File: src/rtl/ps2_key_tracker.sv
// ps2_key_tracker
//   Receives raw PS/2 keyboard frames, decodes make / break (F0) / extended
//   (E0) sequences, tracks the currently held key and buffers accepted key
//   presses in a small FIFO for the downstream key RAM writer.
//
// Ports
//   clk        system clock
//   rst        asynchronous, active-high reset
//   ps2_clk    raw PS/2 clock (asynchronous to clk)
//   ps2_data   raw PS/2 data  (asynchronous to clk)
//   out_valid  FIFO not empty
//   out_ready  consumer accepts the head entry this cycle
//   out_code   head entry scancode (prefix stripped), 0 when empty
//   out_ext    head entry followed an E0 prefix, 0 when empty
//   key_count  presses accepted into the FIFO, mod 256 (RAM write index)
//   overflow   sticky: a press was dropped because the FIFO was full
//   frame_err  one-cycle pulse on bad start/stop/parity or frame timeout
module ps2_key_tracker #(
    parameter int DEPTH       = 8,
    parameter int TIMEOUT_CYC = 50000,
    parameter bit REPEAT_EN   = 1'b0
) (
    input  logic       clk,
    input  logic       rst,
    input  logic       ps2_clk,
    input  logic       ps2_data,
    output logic       out_valid,
    input  logic       out_ready,
    output logic [7:0] out_code,
    output logic       out_ext,
    output logic [7:0] key_count,
    output logic       overflow,
    output logic       frame_err
);

    localparam int AW = $clog2(DEPTH);
    localparam int TW = $clog2(TIMEOUT_CYC + 1);

    localparam logic [7:0] BRK_PREFIX = 8'hF0;
    localparam logic [7:0] EXT_PREFIX = 8'hE0;

    typedef enum logic [1:0] {
        S_IDLE,
        S_EXT,
        S_BRK,
        S_EXT_BRK
    } dec_state_e;

    // ------------------------------------------------------------------
    // Synchronisers and falling-edge detect
    // ------------------------------------------------------------------
    logic [2:0] ps2_clk_sync_q;
    logic [2:0] ps2_data_sync_q;
    logic       ps2_clk_prev_q;
    logic       ps2_fall;
    logic       ps2_bit;

    // NOTE: synchroniser flops reset to the idle-high line level so that
    // leaving reset with ps2_clk high never manufactures a falling edge.
    always_ff @(posedge clk or posedge rst) begin
        if (rst) begin
            ps2_clk_sync_q  <= 3'b111;
            ps2_data_sync_q <= 3'b111;
            ps2_clk_prev_q  <= 1'b1;
        end else begin
            ps2_clk_sync_q  <= {ps2_clk_sync_q[1:0], ps2_clk};
            ps2_data_sync_q <= {ps2_data_sync_q[1:0], ps2_data};
            ps2_clk_prev_q  <= ps2_clk_sync_q[2];
        end
    end

    assign ps2_fall = ps2_clk_prev_q & ~ps2_clk_sync_q[2];
    assign ps2_bit  = ps2_data_sync_q[2];

    // ------------------------------------------------------------------
    // Frame receiver
    // shift_q collects start, d[7:0], parity with the newest bit at [9];
    // after ten edges shift_q[0] is the start bit and [8:1] the data byte.
    // The stop bit is taken straight from the line on the 11th edge.
    // ------------------------------------------------------------------
    logic [3:0]    bit_cnt_q;
    logic [9:0]    shift_q;
    logic [TW-1:0] timer_q;
    logic          byte_valid_q;
    logic [7:0]    byte_q;
    logic          frame_err_q;
    logic          frame_ok;

    assign frame_ok = ~shift_q[0] & ps2_bit & (^shift_q[9:1]);

    // NOTE: byte_valid_q / frame_err_q default to 0 every cycle at the top of
    // the block, so they are single-cycle pulses without any clear logic.
    always_ff @(posedge clk or posedge rst) begin
        if (rst) begin
            bit_cnt_q    <= 4'd0;
            shift_q      <= 10'd0;
            timer_q      <= '0;
            byte_valid_q <= 1'b0;
            byte_q       <= 8'h00;
            frame_err_q  <= 1'b0;
        end else begin
            byte_valid_q <= 1'b0;
            frame_err_q  <= 1'b0;
            if (ps2_fall) begin
                timer_q <= '0;
                if (bit_cnt_q == 4'd10) begin
                    bit_cnt_q <= 4'd0;
                    if (frame_ok) begin
                        byte_valid_q <= 1'b1;
                        byte_q       <= shift_q[8:1];
                    end else begin
                        frame_err_q <= 1'b1;
                    end
                end else begin
                    shift_q   <= {ps2_bit, shift_q[9:1]};
                    bit_cnt_q <= bit_cnt_q + 4'd1;
                end
            end else if (bit_cnt_q != 4'd0) begin
                // Partial frame: abandon it once the line has been quiet too long.
                if (timer_q == TW'(TIMEOUT_CYC - 1)) begin
                    timer_q     <= '0;
                    bit_cnt_q   <= 4'd0;
                    frame_err_q <= 1'b1;
                end else begin
                    timer_q <= timer_q + 1'b1;
                end
            end else begin
                timer_q <= '0;
            end
        end
    end

    // ------------------------------------------------------------------
    // Prefix decoder and held-key tracking
    // ------------------------------------------------------------------
    dec_state_e state_q;
    logic [8:0] held_q;
    logic       push_q;
    logic [8:0] push_data_q;
    logic [8:0] byte_key;
    logic       is_repeat;

    assign byte_key  = {(state_q == S_EXT) || (state_q == S_EXT_BRK), byte_q};
    assign is_repeat = (byte_key == held_q) && !REPEAT_EN;

    always_ff @(posedge clk or posedge rst) begin
        if (rst) begin
            state_q     <= S_IDLE;
            held_q      <= 9'd0;
            push_q      <= 1'b0;
            push_data_q <= 9'd0;
        end else begin
            push_q <= 1'b0;
            if (byte_valid_q) begin
                case (state_q)
                    S_IDLE: begin
                        if (byte_q == BRK_PREFIX) begin
                            state_q <= S_BRK;
                        end else if (byte_q == EXT_PREFIX) begin
                            state_q <= S_EXT;
                        end else if (!is_repeat) begin
                            push_q      <= 1'b1;
                            push_data_q <= byte_key;
                            held_q      <= byte_key;
                        end
                    end
                    S_EXT: begin
                        if (byte_q == BRK_PREFIX) begin
                            state_q <= S_EXT_BRK;
                        end else begin
                            state_q <= S_IDLE;
                            if (!is_repeat) begin
                                push_q      <= 1'b1;
                                push_data_q <= byte_key;
                                held_q      <= byte_key;
                            end
                        end
                    end
                    S_BRK, S_EXT_BRK: begin
                        state_q <= S_IDLE;
                        if (byte_key == held_q) begin
                            held_q <= 9'd0;
                        end
                    end
                    default: state_q <= S_IDLE;
                endcase
            end
        end
    end

    // ------------------------------------------------------------------
    // Output FIFO: pointers carry one extra wrap bit so full and empty are
    // told apart by the MSB alone.
    // ------------------------------------------------------------------
    logic [8:0]    mem_q [DEPTH];
    logic [AW:0]   wr_ptr_q;
    logic [AW:0]   rd_ptr_q;
    logic [7:0]    key_count_q;
    logic          overflow_q;
    logic          fifo_empty;
    logic          fifo_full;
    logic          do_pop;
    logic          do_write;
    logic [8:0]    head_word;

    assign fifo_empty = (wr_ptr_q == rd_ptr_q);
    assign fifo_full  = (wr_ptr_q[AW] != rd_ptr_q[AW]) &&
                        (wr_ptr_q[AW-1:0] == rd_ptr_q[AW-1:0]);
    assign do_pop     = ~fifo_empty & out_ready;
    // A pop in the same cycle frees the slot, so a full FIFO still accepts.
    assign do_write   = push_q & (~fifo_full | do_pop);

    always_ff @(posedge clk or posedge rst) begin
        if (rst) begin
            wr_ptr_q    <= '0;
            rd_ptr_q    <= '0;
            key_count_q <= 8'h00;
            overflow_q  <= 1'b0;
        end else begin
            if (do_write) begin
                wr_ptr_q    <= wr_ptr_q + 1'b1;
                key_count_q <= key_count_q + 8'd1;
            end else if (push_q) begin
                overflow_q <= 1'b1;
            end
            if (do_pop) begin
                rd_ptr_q <= rd_ptr_q + 1'b1;
            end
        end
    end

    // NOTE: the storage array has no reset; its contents are only visible
    // through the head word, which is masked to zero while the FIFO is empty.
    always_ff @(posedge clk) begin
        if (do_write) begin
            mem_q[wr_ptr_q[AW-1:0]] <= push_data_q;
        end
    end

    always_comb begin
        head_word = 9'd0;
        if (!fifo_empty) begin
            head_word = mem_q[rd_ptr_q[AW-1:0]];
        end
    end

    assign out_valid = ~fifo_empty;
    assign out_code  = head_word[7:0];
    assign out_ext   = head_word[8];
    assign key_count = key_count_q;
    assign overflow  = overflow_q;
    assign frame_err = frame_err_q;

endmodule
File: config.mk
export PLATFORM = sky130hd
export DESIGN_NAME = ps2_key_tracker
export DESIGN_NICKNAME = d
export VERILOG_FILES = /design/src/rtl/ps2_key_tracker.sv
export SDC_FILE = /design/constraint.sdc
export NUM_CORES = 1
export LEC_CHECK = 0
export BUFFER_PORTS_ARGS = -buffer_cell sky130_fd_sc_hd__buf_2
export CORE_ASPECT_RATIO = 2
export CORE_UTILIZATION = 55
export CTS_BUF_LIST = sky130_fd_sc_hd__clkbuf_2
export CTS_CLUSTER_DIAMETER = 50
export CTS_CLUSTER_SIZE = 40
export DETAILED_ROUTE_END_ITERATION = 10
export PLACE_DENSITY = 0.75
export SYNTH_ARGS = -nofsm -noshare
export SYNTH_HDL_FRONTEND = slang
export SYNTH_SLANG_ARGS = --single-unit
File: constraint.sdc
create_clock -name clk -period 2.33 [get_ports clk]
set_input_delay 0.233 -clock clk [delete_from_list [all_inputs] [get_ports clk]]
set_output_delay 0.233 -clock clk [all_outputs]
set_load 0.005 [all_outputs]
==> flow_summary.ini <==
[finish]
regArea_sq_um = 4299
multi_input_area_sq_um = 2273
area_delta_synth_final_pct = 12.29
nets = 545
instances_no_fill = 692
layout_common_cells = dfrtp_1 (77), edfxtp_1 (72), nand2_1 (55)
nFillCells = 886
final_layout_size_suffix_gt1_frac = 0.2454
layout_commonest_cell = dfrtp_1

[grt]
grt_usage = 0.2204
antenna_found_initial = 1
grt_max_degree = 46
grt_pass1_wl_um = 20380
grt_pass1_vias = 4233
busiest_layer = met2
grtUsageMet1 = 0.2117
use_met2 = 0.4274
grtUsageMet3 = 0.04812
grt_overflow_total = 0

[detailed_routing]
wl_um = 12460
drc_errors = 0
drt_first_pass_iters = 5
vias = 3857
wl_per_cell_um = 18.01
vias_per_cell = 5.574
antenna_left = 0
dr.first_iter.drc_count = 264

[worst_setup_path]
path_delay_family = multiplexers
crit_required_ps = 2100
crit_fanout = 11
worstPathCellList = buf_12, mux4_2, mux2i_1, nor2_1, buf_2
critPathBufInv = 2
crit_path_end_kind = primary output
cp.arrival_ps = 2240
path_class = flop to primary output
cpMaxStageDelayCell = mux4_2
cp-start-kind = flop
max_stage_delay_ps = 510

[synth]
synth.yosys.warnings = 0
ys_seq_area_frac = 0.6464
async_flop_share = 0.5414
syn_nets = 489
syn_area_sq_um = 6649
synth_cell_type_count = 47
yosys_most_used_dff = dfrtp_1
synth.ff_latch_count = 157
synth_edf_count = 72
syn_avg_cell_area_sq_um = 13.94
synth_cells = 477

[cts]
clock_path_buffers = 2
clock-sinks = 157
cts_tree = yes
clk_latency_ps = 710
cts.htree.levels = 4
root_buffer = clkbuf_2
cts_buffers = 17
clkTransAtPathRegs_ps = 240

[sta]
rsz0062_at_grt = true
max_freq_mhz = 405.0
tightest_slew_ps = 684.3
setup_viol_count_final = 10
max-slew-margin-rel = 0.5404
drv_slew = 0
post-route-min-period_ps = 2469
fin_ws_ps = -139.2
fin_crit_sh = 1.060
finalHoldViolCount = 0
skew_ps = 38.09

[placement]
dpl.hpwl_um = 8784
pre_cts_ws_ps = 211.7
gp_congestion = 0.8841
dp.cells = 650
port_buffers = 24

[floorplanning]
die_w_um = 79.75
rows = 56
die-area_sq_um = 12560
io_pins = 25
core-area_sq_um = 11770
initial_utilization = 0.5648
fp.dieH_um = 157.5

[job]
drv_cap = 0

[power_and_ir_drop]
p_per_area_nw_per_um2 = 844.1
power_leakage_nw = 3.131
irDropWorstVdd_v = 0.0006899

[run_status]
violations = negative setup slack
status = complete, but fails checks

[worst_hold_path]
hold_path.class = input pin to flop
-- kinds of logic after synthesis --
group / share of synthesized area
AO/OA/AOI/OAI: 0.04046
XOR/XNOR: 0.06530
adder cells (fa/ha/maj): 0.01317
buffers and inverters: 0.01995
flip-flops: 0.6464
multiplexers: 0.1073
AND/OR/NAND/NOR: 0.1075
-- final timing paths --
kind	from	to	slack, ps	depth (start not counted)
worst max-delay path	rd_ptr_q[0]$_DFFE_PP0P_	out_code[0]	-140	5
worst min-delay path	ps2_data	ps2_data_sync_q[0]$_DFF_PP1_	170	2
worst max register to register	rd_ptr_q[0]$_DFFE_PP0P_	mem_q[7][2]$_DFFE_PP_	100	7
worst min register to register	ps2_data_sync_q[1]$_DFF_PP1_	ps2_data_sync_q[2]$_DFF_PP1_	360	0
max in group asynchronous	rst	ps2_data_sync_q[1]$_DFF_PP1_	1730	4
min in group asynchronous	rst	shift_q[7]$_DFFE_PP0P_	190	4
-- layer usage --
layer  part of all wire  routed length, um
met1               0.35               4370
met2               0.60               7472
met3              0.023                284
met4              0.027                335
met5                  0                  0
-- stage by stage --
step	instance area, sq um	setup TNS [ps]	power [mW]	util	hold WS (ps)
after floorplan	6669	0	4.282	-	237.5
after CTS	7415	-1777	6.305	0.6299	102.9
final	7466	-1030	6.302	0.6342	165.6
after detailed placement	7062	0	4.647	0.5999	339.9
after global placement	7062	0	4.586	0.5999	340.9
after global routing	7466	-2313	6.601	0.6342	91.69
-- cells in the mapped netlist (3+ instances only) --
| master | instances | share of area |
|---|---|---|
| a22o_1 | 5 | 0.0066 |
| inv_1 | 16 | 0.0090 |
| o2bb2ai_1 | 4 | 0.0053 |
| mux2_2 | 14 | 0.024 |
| nand2_1 | 55 | 0.031 |
| mux2i_1 | 15 | 0.023 |
| ha_1 | 7 | 0.013 |
| xor2_1 | 23 | 0.030 |
| and2_1 | 6 | 0.0056 |
| dfstp_2 | 7 | 0.028 |
| dfrtp_1 | 78 | 0.29 |
| nor2_1 | 37 | 0.021 |
| nand2b_1 | 3 | 0.0028 |
| nand3_1 | 12 | 0.0090 |
| clkbuf_1 | 10 | 0.0056 |
| o22ai_1 | 6 | 0.0056 |
| nand4_1 | 7 | 0.0066 |
| nor2b_1 | 3 | 0.0028 |
| o21ai_0 | 5 | 0.0038 |
| mux4_2 | 18 | 0.061 |
| nor3b_1 | 3 | 0.0034 |
| nor4_1 | 4 | 0.0038 |
| buf_2 | 7 | 0.0053 |
| edfxtp_1 | 72 | 0.33 |
| xnor2_1 | 24 | 0.032 |
| nor3_1 | 8 | 0.0060 |
-- cell type report --
type	count	area share
inverter	16	0.008547
clock buffer	19	0.01274
sequential	157	0.5758
clock inverter	13	0.02195
antenna	1	0.0003352
tap	145	0.02430
timing repair buffer	54	0.05178
multi-input combinational	287	0.3045
-- registers in the layout, summed over array words and instances, names as in the netlist, 2 cells and up --
signal and count:
mem_q 72, timer_q 16, shift_q 10, held_q 9
push_data_q 9, byte_q 8, key_count 8, bit_cnt_q 4
rd_ptr_q 4, wr_ptr_q 4, ps2_clk_sync_q 3, ps2_data_sync_q 3
state_q 2
-- power breakdown --
part           total [mW]  switching (mW)  internal, mW
combinational        1.54           0.775         0.762
clock                1.56           0.942         0.614
sequential           3.21           0.172          3.04
-- what timing repair did --
item	CTS	global route
setup endpoints to repair	10	26
pin swaps	3	1
hold buffers	4	0
setup buffers	2	1
resized for setup	8	3
cloned	1	1
hold endpoints to repair	92	0
Power figures use the tool's default switching activity.
